`config.mk`:
```
export PLATFORM = sky130hd
export DESIGN_NAME = i2c_slave_mem
export DESIGN_NICKNAME = d
export VERILOG_FILES = /design/src/rtl/i2c_slave_pkg.sv /design/src/rtl/i2c_slave_mem_bus_sync.sv /design/src/rtl/i2c_slave_mem.sv
export SDC_FILE = /design/constraint.sdc
export NUM_CORES = 1
export LEC_CHECK = 0
export ABC_AREA = 0
export BUFFER_PORTS_ARGS = -buffer_cell sky130_fd_sc_hd__buf_2
export CAP_MARGIN = 20
export CELL_PAD_IN_SITES_DETAIL_PLACEMENT = 2
export CELL_PAD_IN_SITES_GLOBAL_PLACEMENT = 2
export CORE_MARGIN = 4
export CORE_UTILIZATION = 41
export DETAILED_ROUTE_END_ITERATION = 12
export HOLD_SLACK_MARGIN = 0.05
export PLACE_DENSITY = 0.74
export SLEW_MARGIN = 25
export SYNTH_ARGS = -nofsm -noshare
export SYNTH_HDL_FRONTEND = slang
export SYNTH_SLANG_ARGS = --single-unit
```
`constraint.sdc`:
```
create_clock -name clk_i -period 3.4 [get_ports clk_i]
set_clock_uncertainty 0.1 [all_clocks]
set_input_delay 1.02 -clock clk_i [delete_from_list [all_inputs] [get_ports clk_i]]
set_output_delay 1.02 -clock clk_i [all_outputs]
set_load 0.005 [all_outputs]
```
`src/rtl/i2c_slave_pkg.sv`:
```
// i2c_slave_pkg: shared types and constants for the i2c_slave_mem target
package i2c_slave_pkg;
  localparam int BYTE_W = 8;
  localparam logic I2C_ACK = 1'b0;
  localparam logic I2C_NACK = 1'b1;
  typedef enum logic [3:0] {
    IDLE, ADDR, ADDR_ACK, PTR, PTR_ACK, WDATA, WDATA_ACK, RDATA, RD_MACK, IGNORE
  } state_t;
endpackage

```
`src/rtl/i2c_slave_mem_bus_sync.sv`:
```
// i2c_bus_sync: SCL/SDA synchronizers plus edge, START and STOP detection
module i2c_bus_sync #(
  parameter int SYNC_STAGES = 2
) (
  input  logic clk_i,
  input  logic rst_n_i,
  input  logic scl_i,
  input  logic sda_i,
  output logic scl_rise,
  output logic scl_fall,
  output logic start_det,
  output logic stop_det,
  output logic sda_lvl
);
  logic [SYNC_STAGES-1:0] scl_sr, sda_sr;
  logic scl_d, sda_d, scl_s;
  // idle bus is high, so reset to 1 to avoid phantom edges after reset
  always_ff @(posedge clk_i or negedge rst_n_i)
    if (!rst_n_i) begin
      scl_sr <= '1;
      sda_sr <= '1;
      scl_d <= 1'b1;
      sda_d <= 1'b1;
    end else begin
      scl_sr <= {scl_sr[SYNC_STAGES-2:0], scl_i};
      sda_sr <= {sda_sr[SYNC_STAGES-2:0], sda_i};
      scl_d <= scl_sr[SYNC_STAGES-1];
      sda_d <= sda_sr[SYNC_STAGES-1];
    end
  assign scl_s = scl_sr[SYNC_STAGES-1];
  assign sda_lvl = sda_sr[SYNC_STAGES-1];
  assign scl_rise = scl_s & ~scl_d;
  assign scl_fall = ~scl_s & scl_d;
  // SCL must be high in both samples, so a coincident SCL edge suppresses START/STOP
  assign start_det = scl_s & scl_d & sda_d & ~sda_lvl;
  assign stop_det = scl_s & scl_d & ~sda_d & sda_lvl;
endmodule

```
`src/rtl/i2c_slave_mem.sv`:
```
// i2c_slave_mem: I2C target with pointer-addressed byte register memory
module i2c_slave_mem
  import i2c_slave_pkg::*;
#(
  parameter logic [6:0] SLAVE_ADDR = 7'h22,
  parameter int MEM_AW = 4,
  parameter int SYNC_STAGES = 2
) (
  input  logic clk_i,
  input  logic rst_n_i,
  input  logic scl_i,
  input  logic sda_i,
  output logic sda_pull_o,
  output logic busy_o,
  output logic start_o,
  output logic stop_o,
  output logic wr_o,
  input  logic [MEM_AW-1:0] dbg_addr_i,
  output logic [BYTE_W-1:0] dbg_data_o
);
  logic scl_rise, scl_fall, start_det, stop_det, sda_lvl;
  state_t state, state_n;
  logic [3:0] cnt, cnt_n;
  logic [BYTE_W-1:0] shreg, shreg_n, tx, tx_n, byte_in;
  logic [MEM_AW-1:0] ptr, ptr_n;
  logic rw, rw_n, pull_n, busy_n, start_n, stop_n, wr_n, we;
  logic [BYTE_W-1:0] mem [2**MEM_AW];

  i2c_bus_sync #(.SYNC_STAGES(SYNC_STAGES)) u_sync (
    .clk_i(clk_i), .rst_n_i(rst_n_i), .scl_i(scl_i), .sda_i(sda_i),
    .scl_rise(scl_rise), .scl_fall(scl_fall), .start_det(start_det),
    .stop_det(stop_det), .sda_lvl(sda_lvl)
  );

  assign byte_in = {shreg[BYTE_W-2:0], sda_lvl};
  assign dbg_data_o = mem[dbg_addr_i];

  always_comb begin
    state_n = state;
    cnt_n = cnt;
    shreg_n = shreg;
    tx_n = tx;
    ptr_n = ptr;
    rw_n = rw;
    pull_n = sda_pull_o;
    busy_n = busy_o;
    start_n = 1'b0;
    stop_n = 1'b0;
    wr_n = 1'b0;
    we = 1'b0;
    if (start_det) begin
      state_n = ADDR;
      cnt_n = '0;
      pull_n = 1'b0;
      busy_n = 1'b0;
      start_n = 1'b1;
    end else if (stop_det) begin
      state_n = IDLE;
      pull_n = 1'b0;
      busy_n = 1'b0;
      stop_n = 1'b1;
    end else
      case (state)
        ADDR, PTR, WDATA: begin
          if (scl_rise && cnt != 4'd8) begin
            shreg_n = byte_in;
            cnt_n = cnt + 4'd1;
          end
          if (state == WDATA && scl_rise && cnt == 4'd7) begin
            we = 1'b1;
            wr_n = 1'b1;
            ptr_n = ptr + MEM_AW'(1);
          end
          if (scl_fall && cnt == 4'd8) begin
            cnt_n = '0;
            if (state == ADDR) begin
              state_n = shreg[7:1] == SLAVE_ADDR ? ADDR_ACK : IGNORE;
              pull_n = shreg[7:1] == SLAVE_ADDR ? ~I2C_ACK : 1'b0;
              busy_n = shreg[7:1] == SLAVE_ADDR;
              rw_n = shreg[0];
            end else begin
              state_n = state == PTR ? PTR_ACK : WDATA_ACK;
              pull_n = ~I2C_ACK;
              ptr_n = state == PTR ? shreg[MEM_AW-1:0] : ptr;
            end
          end
        end
        ADDR_ACK:
          if (scl_fall) begin
            cnt_n = '0;
            state_n = rw ? RDATA : PTR;
            tx_n = mem[ptr];
            pull_n = rw & ~mem[ptr][BYTE_W-1];
          end
        PTR_ACK, WDATA_ACK:
          if (scl_fall) begin
            cnt_n = '0;
            state_n = WDATA;
            pull_n = 1'b0;
          end
        RDATA: begin
          if (scl_rise) cnt_n = cnt + 4'd1;
          if (scl_fall && cnt == 4'd8) begin
            cnt_n = '0;
            state_n = RD_MACK;
            pull_n = 1'b0;
          end else if (scl_fall) begin
            tx_n = {tx[BYTE_W-2:0], 1'b0};
            pull_n = ~tx[BYTE_W-2];
          end
        end
        // cnt marks a sampled master ACK so the next fall starts the next byte
        RD_MACK:
          if (scl_rise) begin
            ptr_n = ptr + MEM_AW'(1);
            cnt_n = sda_lvl == I2C_ACK ? 4'd1 : 4'd0;
            state_n = sda_lvl == I2C_NACK ? IGNORE : RD_MACK;
          end else if (scl_fall && cnt != 4'd0) begin
            cnt_n = '0;
            state_n = RDATA;
            tx_n = mem[ptr];
            pull_n = ~mem[ptr][BYTE_W-1];
          end
        default: ;
      endcase
  end

  always_ff @(posedge clk_i or negedge rst_n_i)
    if (!rst_n_i) begin
      state <= IDLE;
      cnt <= '0;
      shreg <= '0;
      tx <= '0;
      ptr <= '0;
      rw <= 1'b0;
      sda_pull_o <= 1'b0;
      busy_o <= 1'b0;
      start_o <= 1'b0;
      stop_o <= 1'b0;
      wr_o <= 1'b0;
    end else begin
      state <= state_n;
      cnt <= cnt_n;
      shreg <= shreg_n;
      tx <= tx_n;
      ptr <= ptr_n;
      rw <= rw_n;
      sda_pull_o <= pull_n;
      busy_o <= busy_n;
      start_o <= start_n;
      stop_o <= stop_n;
      wr_o <= wr_n;
    end

  always_ff @(posedge clk_i or negedge rst_n_i)
    if (!rst_n_i) begin
      for (int i = 0; i < 2**MEM_AW; i++) mem[i] <= '0;
    end else if (we) begin
      mem[ptr] <= byte_in;
    end
endmodule

```
* Word-level counts from Yosys, hierarchy flattened *
Cells that the tools add are included.

word-level totals
  output and inout bits = 13
  register bits = 167

operators by class
  equal/unequal tests = 32
  magnitude comparators = 3
  mux-type cells = 70
  bitwise logic cells = 18
  add/sub/neg operators = 2
  reduce and logical (&&, ||, !) cells = 25

operators with widths
  cell                 number
  $bwmux 128           1
  $mux 4               24
  $bmux 8 s4           2
  $ne 4x4->1 const B   11
  $mux 8               5
  $mux 7               5
  $demux 8 s4          1
  $mux 1               25
  $pmux 7 s3           1
  $eq 4x3->1 const B   5
  $pmux 4 s5           1
  $pmux 4 s4           1
  $ne 2x2->1 const B   7
  $reduce_and 6->1     2
  $reduce_bool 3->1    4
  $ge 5x5->1 const B   2
  $ne 5x5->1 const B   2
  $not 4->5            2
  $reduce_and 5->1     2
  $add 4x1->4 const B  2
  $and 1x1->1          8
  $eq 4x2->1 const B   2
  $eq 4x4->1 const B   2
  $not 1->1            8
  19 further kinds     25

* Logic depth before layout (Yosys ltp) *
  depth in word-level cells = 10
  mapped depth = 9
  depth with buffers taken out = 8

* Modules after synthesis *
From an unflattened synthesis, not the netlist that was laid out.

unflattened totals
  cell total of the unflattened synthesis = 650
  area total of the unflattened synthesis = 9002.4 µm²

by module, submodules not included
  module         instances  area an instance (µm²)  seq. area each (µm²)  cells each
  i2c_slave_mem  1          8812.2                  4028.9                640
  i2c_bus_sync   1          190.2                   157.7                 10

* Worst setup path before layout *
No wires, ideal clock.

  path type = input to output
  start = input port dbg_addr_i[0]
  end = output port dbg_data_o[0]
  buffers on the path = 2
  data arrival time = 2.533 ns
  stages = 4
  path slack = -0.253 ns
  path through = clkbuf_1 -> buf_2 -> mux4_2 -> mux4_2

on the way
  cells in the longest elaborated chain, start to end = 4

ends and longest elaborated chain
  item                                        line                 source
  start, declared                             i2c_slave_mem.sv:18  input logic [MEM_AW-1:0] dbg_addr_i,
  $not 4->5 (not written as such)             i2c_slave_mem.sv:36  assign dbg_data_o = mem[dbg_addr_i];
  $bmux 8 s4                                  i2c_slave_mem.sv:36
  $mux 8 (not written as such) (2 in series)  i2c_slave_mem.sv:36
  end, declared                               i2c_slave_mem.sv:19  output logic [BYTE_W-1:0] dbg_data_o

No other way between the ends. The select of a mux whose other input is x is not followed.

* Final worst setup path *
  start = input port dbg_addr_i[0]
  end = output port dbg_data_o[1]

Same word-level chain as after synthesis.

==> metrics.yaml <==
drt:
  vias: 5867
  viasPerCell: 6.20
  drt_pass1_iterations: 4
  drt_iter0_markers: 322
  wl_mm: 28.5
  drc: 0
  wl_per_cell_um: 30.1
  ant_nets: 0
logic_synthesis:
  ys_warn_count: 0
  synth_cell_type_count: 58
  syn_avg_cell_area_um2: 13.8
  synth_flop_cell: "dfrtp_1"
  ys_ff_latch: 167
  netlist_area_um2: 8840
  synth_cells: 641
  ys_async_sr_fraction_pct: 100
  ys_seq_area_share_pct: 47.3
  synth_edf_count: 0
  synth_fp_nets: 655
cts:
  clk-insertion-delay-late_ns: 0.44
  root_buffer: "clkbuf_16"
  numCtsBuffers: 17
  clk_path_buf_depth: 2
  clk_pin_slew_ns: 0.07
  cts_tree: "done"
  clock_sinks: 167
  htreeDepth: 4
  hold_buffers: 0
die:
  dieHeight_um: 155
  dieArea_um2: 24000
  fp-row-count: 53
  ios: 21
  fp.coreArea_um2: 21100
  initial_utilization_pct: 41.9
  die_x_um: 155
critical_path:
  crit_top_cell: "mux4_2"
  crit_family: "multiplexers"
  cp.buffers_inverters: 3
  r2r_end: "mem[100]$_DFFE_PN0P_"
  worstPathCellList: "buf_16, buf_8, mux4_2, mux4_2, buf_2"
  crit_type: "input port to output port"
  worstSetupStartpointType: "input port"
  rr_startpoint: "u_sync.scl_sr[1]$_DFF_PN1_"
  cp.required_ns: 2.28
  reg2reg_depth: 5
  rrSetupSlack_ns: 0.41
  cp_slowest_cell: "mux4_2"
  critPathMaxStageDelay_ns: 0.52
  crit_arrival_ns: 2.47
  critPathMaxFanout: 6
  crit_path_end_kind: "output port"
timing:
  fin_crit_ns: 3.59
  final-hold-violation-count: 0
  setup_ws_ns: -0.188
  setup_viol: 8
  fmax_mhz: 279
  whs_ns: 0.257
  relSlewSlack_pct: 49.1
  grt_setup_unrepaired: "yes"
  final_max_slew_viol_count: 0
  period_share_pct: 106
  worst_pin_slew_ns: 0.762
final_layout:
  layout-drive-gt1-share_pct: 43.7
  layout_common_cells: "160 x dfrtp_1, 126 x mux2_2, 74 x mux4_2"
  final_nets: 672
  finalInstanceArea_um2: 10000
  areaGrowthSynthToFinish_pct: 13.5
  antenna_cells: 0
  fin_cells: 946
  mostFrequentLayoutCell: "dfrtp_1"
place:
  place_ws_ns: -0.434
  dpl_cell_area_um2: 9340
  gp_congestion: 0.802
  dp_cells: 912
  hpwlAfterDp_mm: 18.5
  io_buffers: 20
run:
  cap_violations: 0
grt:
  use_met3_pct: 3.37
  grt_util_met1_pct: 32.2
  grt.met2_usage_pct: 43.5
  grt_max_degree: 61
  grtUsageTotal_pct: 24.8
  grt_first_pass_wirelength_mm: 44.1
  top_usage_layer: "met2"
  grt_overflow: 0
  grt_pass1_vias: 6753
  antenna_found_initial: 0
power_and_ir_drop:
  ir_drop_uv: 309
  total_power_uw: 5850
  p_per_area_nw_per_um2: 582
  p_leak_uw: 0.00460
run_status:
  status: "finished, violations left"
  violations: "setup timing"
hold_path:
  hold_depth: 0
  hold_path_end: "u_sync.sda_sr[1]$_DFF_PN1_"
  hp-class: "flop to flop"
  min_from: "u_sync.sda_sr[0]$_DFF_PN1_"
sequential cells by signal, summed over array words and instances (netlist names):
register,flops
mem,128
u_sync.scl_sr,2
sda_pull_o,1
tx,7
rw,1
shreg,8
state,4
wr_o,1
u_sync.scl_d,1
u_sync.sda_d,1
ptr,4
start_o,1
busy_o,1
cnt,4
stop_o,1
u_sync.sda_sr,2
worst max path at each step:
stage                     slack (ns)          start  cells after the start            end
after floorplan                0.005  dbg_addr_i[0]                      4  dbg_data_o[0]
after global placement         -0.33  dbg_addr_i[0]                      5  dbg_data_o[0]
after detailed placement       -0.43  dbg_addr_i[0]                      5  dbg_data_o[5]
after CTS                      -0.20  dbg_addr_i[0]                      5  dbg_data_o[5]
after global routing           -0.22  dbg_addr_i[0]                      5  dbg_data_o[5]
final                          -0.19  dbg_addr_i[0]                      5  dbg_data_o[1]
where the power goes:
group          leakage, uW  switching [uW]  internal [uW]  total [uW]
clock             0.000286             900           1120        2020
combinational      0.00203             786            577        1360
sequential         0.00228             342           2120        2460
total              0.00460            2030           3820        5850
cells by family after synthesis:
kind of cell             synth area share [%]
AND/OR/NAND/NOR                          7.16
AO/OA/AOI/OAI                            5.47
flip-flops                               47.3
multiplexers                             36.6
adder cells (fa/ha/maj)                 0.849
buffers and inverters                    2.59
worst reg2reg max path, delay by kind of cell (launching register included):
kind | cells | cell delay, ns
and+or+nand+nor | 4 | 1.60
DFF | 1 | 0.64
muxes | 1 | 0.53
synth_stat cells, drive strengths merged, types with 3 or more instances:
| library cell | instances | share of area [%] |
|---|---|---|
| a221oi | 6 | 0.66 |
| inv | 12 | 0.51 |
| a211oi | 3 | 0.25 |
| mux2i | 8 | 0.91 |
| and4b | 3 | 0.34 |
| o21ai | 20 | 1.1 |
| ha | 6 | 0.85 |
| nor2b | 6 | 0.42 |
| clkbuf | 34 | 1.4 |
| nand2b | 4 | 0.28 |
| nand2 | 52 | 2.2 |
| mux4 | 75 | 19 |
| a21oi | 14 | 0.79 |
| nor4 | 3 | 0.21 |
| nor2 | 33 | 1.4 |
| mux2 | 130 | 17 |
| a31oi | 3 | 0.21 |
| dfstp | 6 | 1.8 |
| nand3 | 5 | 0.28 |
| buf | 10 | 0.59 |
| dfrtp | 161 | 46 |
cell type report:
cell class	instances	area (um2)
Fill cell	1973	11100
Sequential cell	167	4190
Clock buffer	18	439
Tap cell	275	344
Inverter	13	48.8
Timing Repair Buffer	42	424
Multi-Input combinational cell	417	4430
Clock inverter	14	164
repair_timing:
action	in CTS	in global routing
buffers inserted	1	0
gates cloned	1	0
endpoints found under the setup margin	8	8
resized for setup	13	1
routing by layer:
metal / routed length (um) / share of wire (%)
met1: 11600 / 41
met5: 0 / 0
met3: 1120 / 3.9
met4: 522 / 1.8
met2: 15200 / 53
through the flow:
stage | TNS, ns | util [%]
3_5_place_dp | -3.10 | 44.3
5_1_grt | -1.58 | 47.6
2_1_floorplan | 0 | -
6_report | -1.34 | 47.6
4_1_cts | -1.39 | 47.6
3_3_place_gp | -2.60 | 44.3
(Power assumes the default switching activity.)
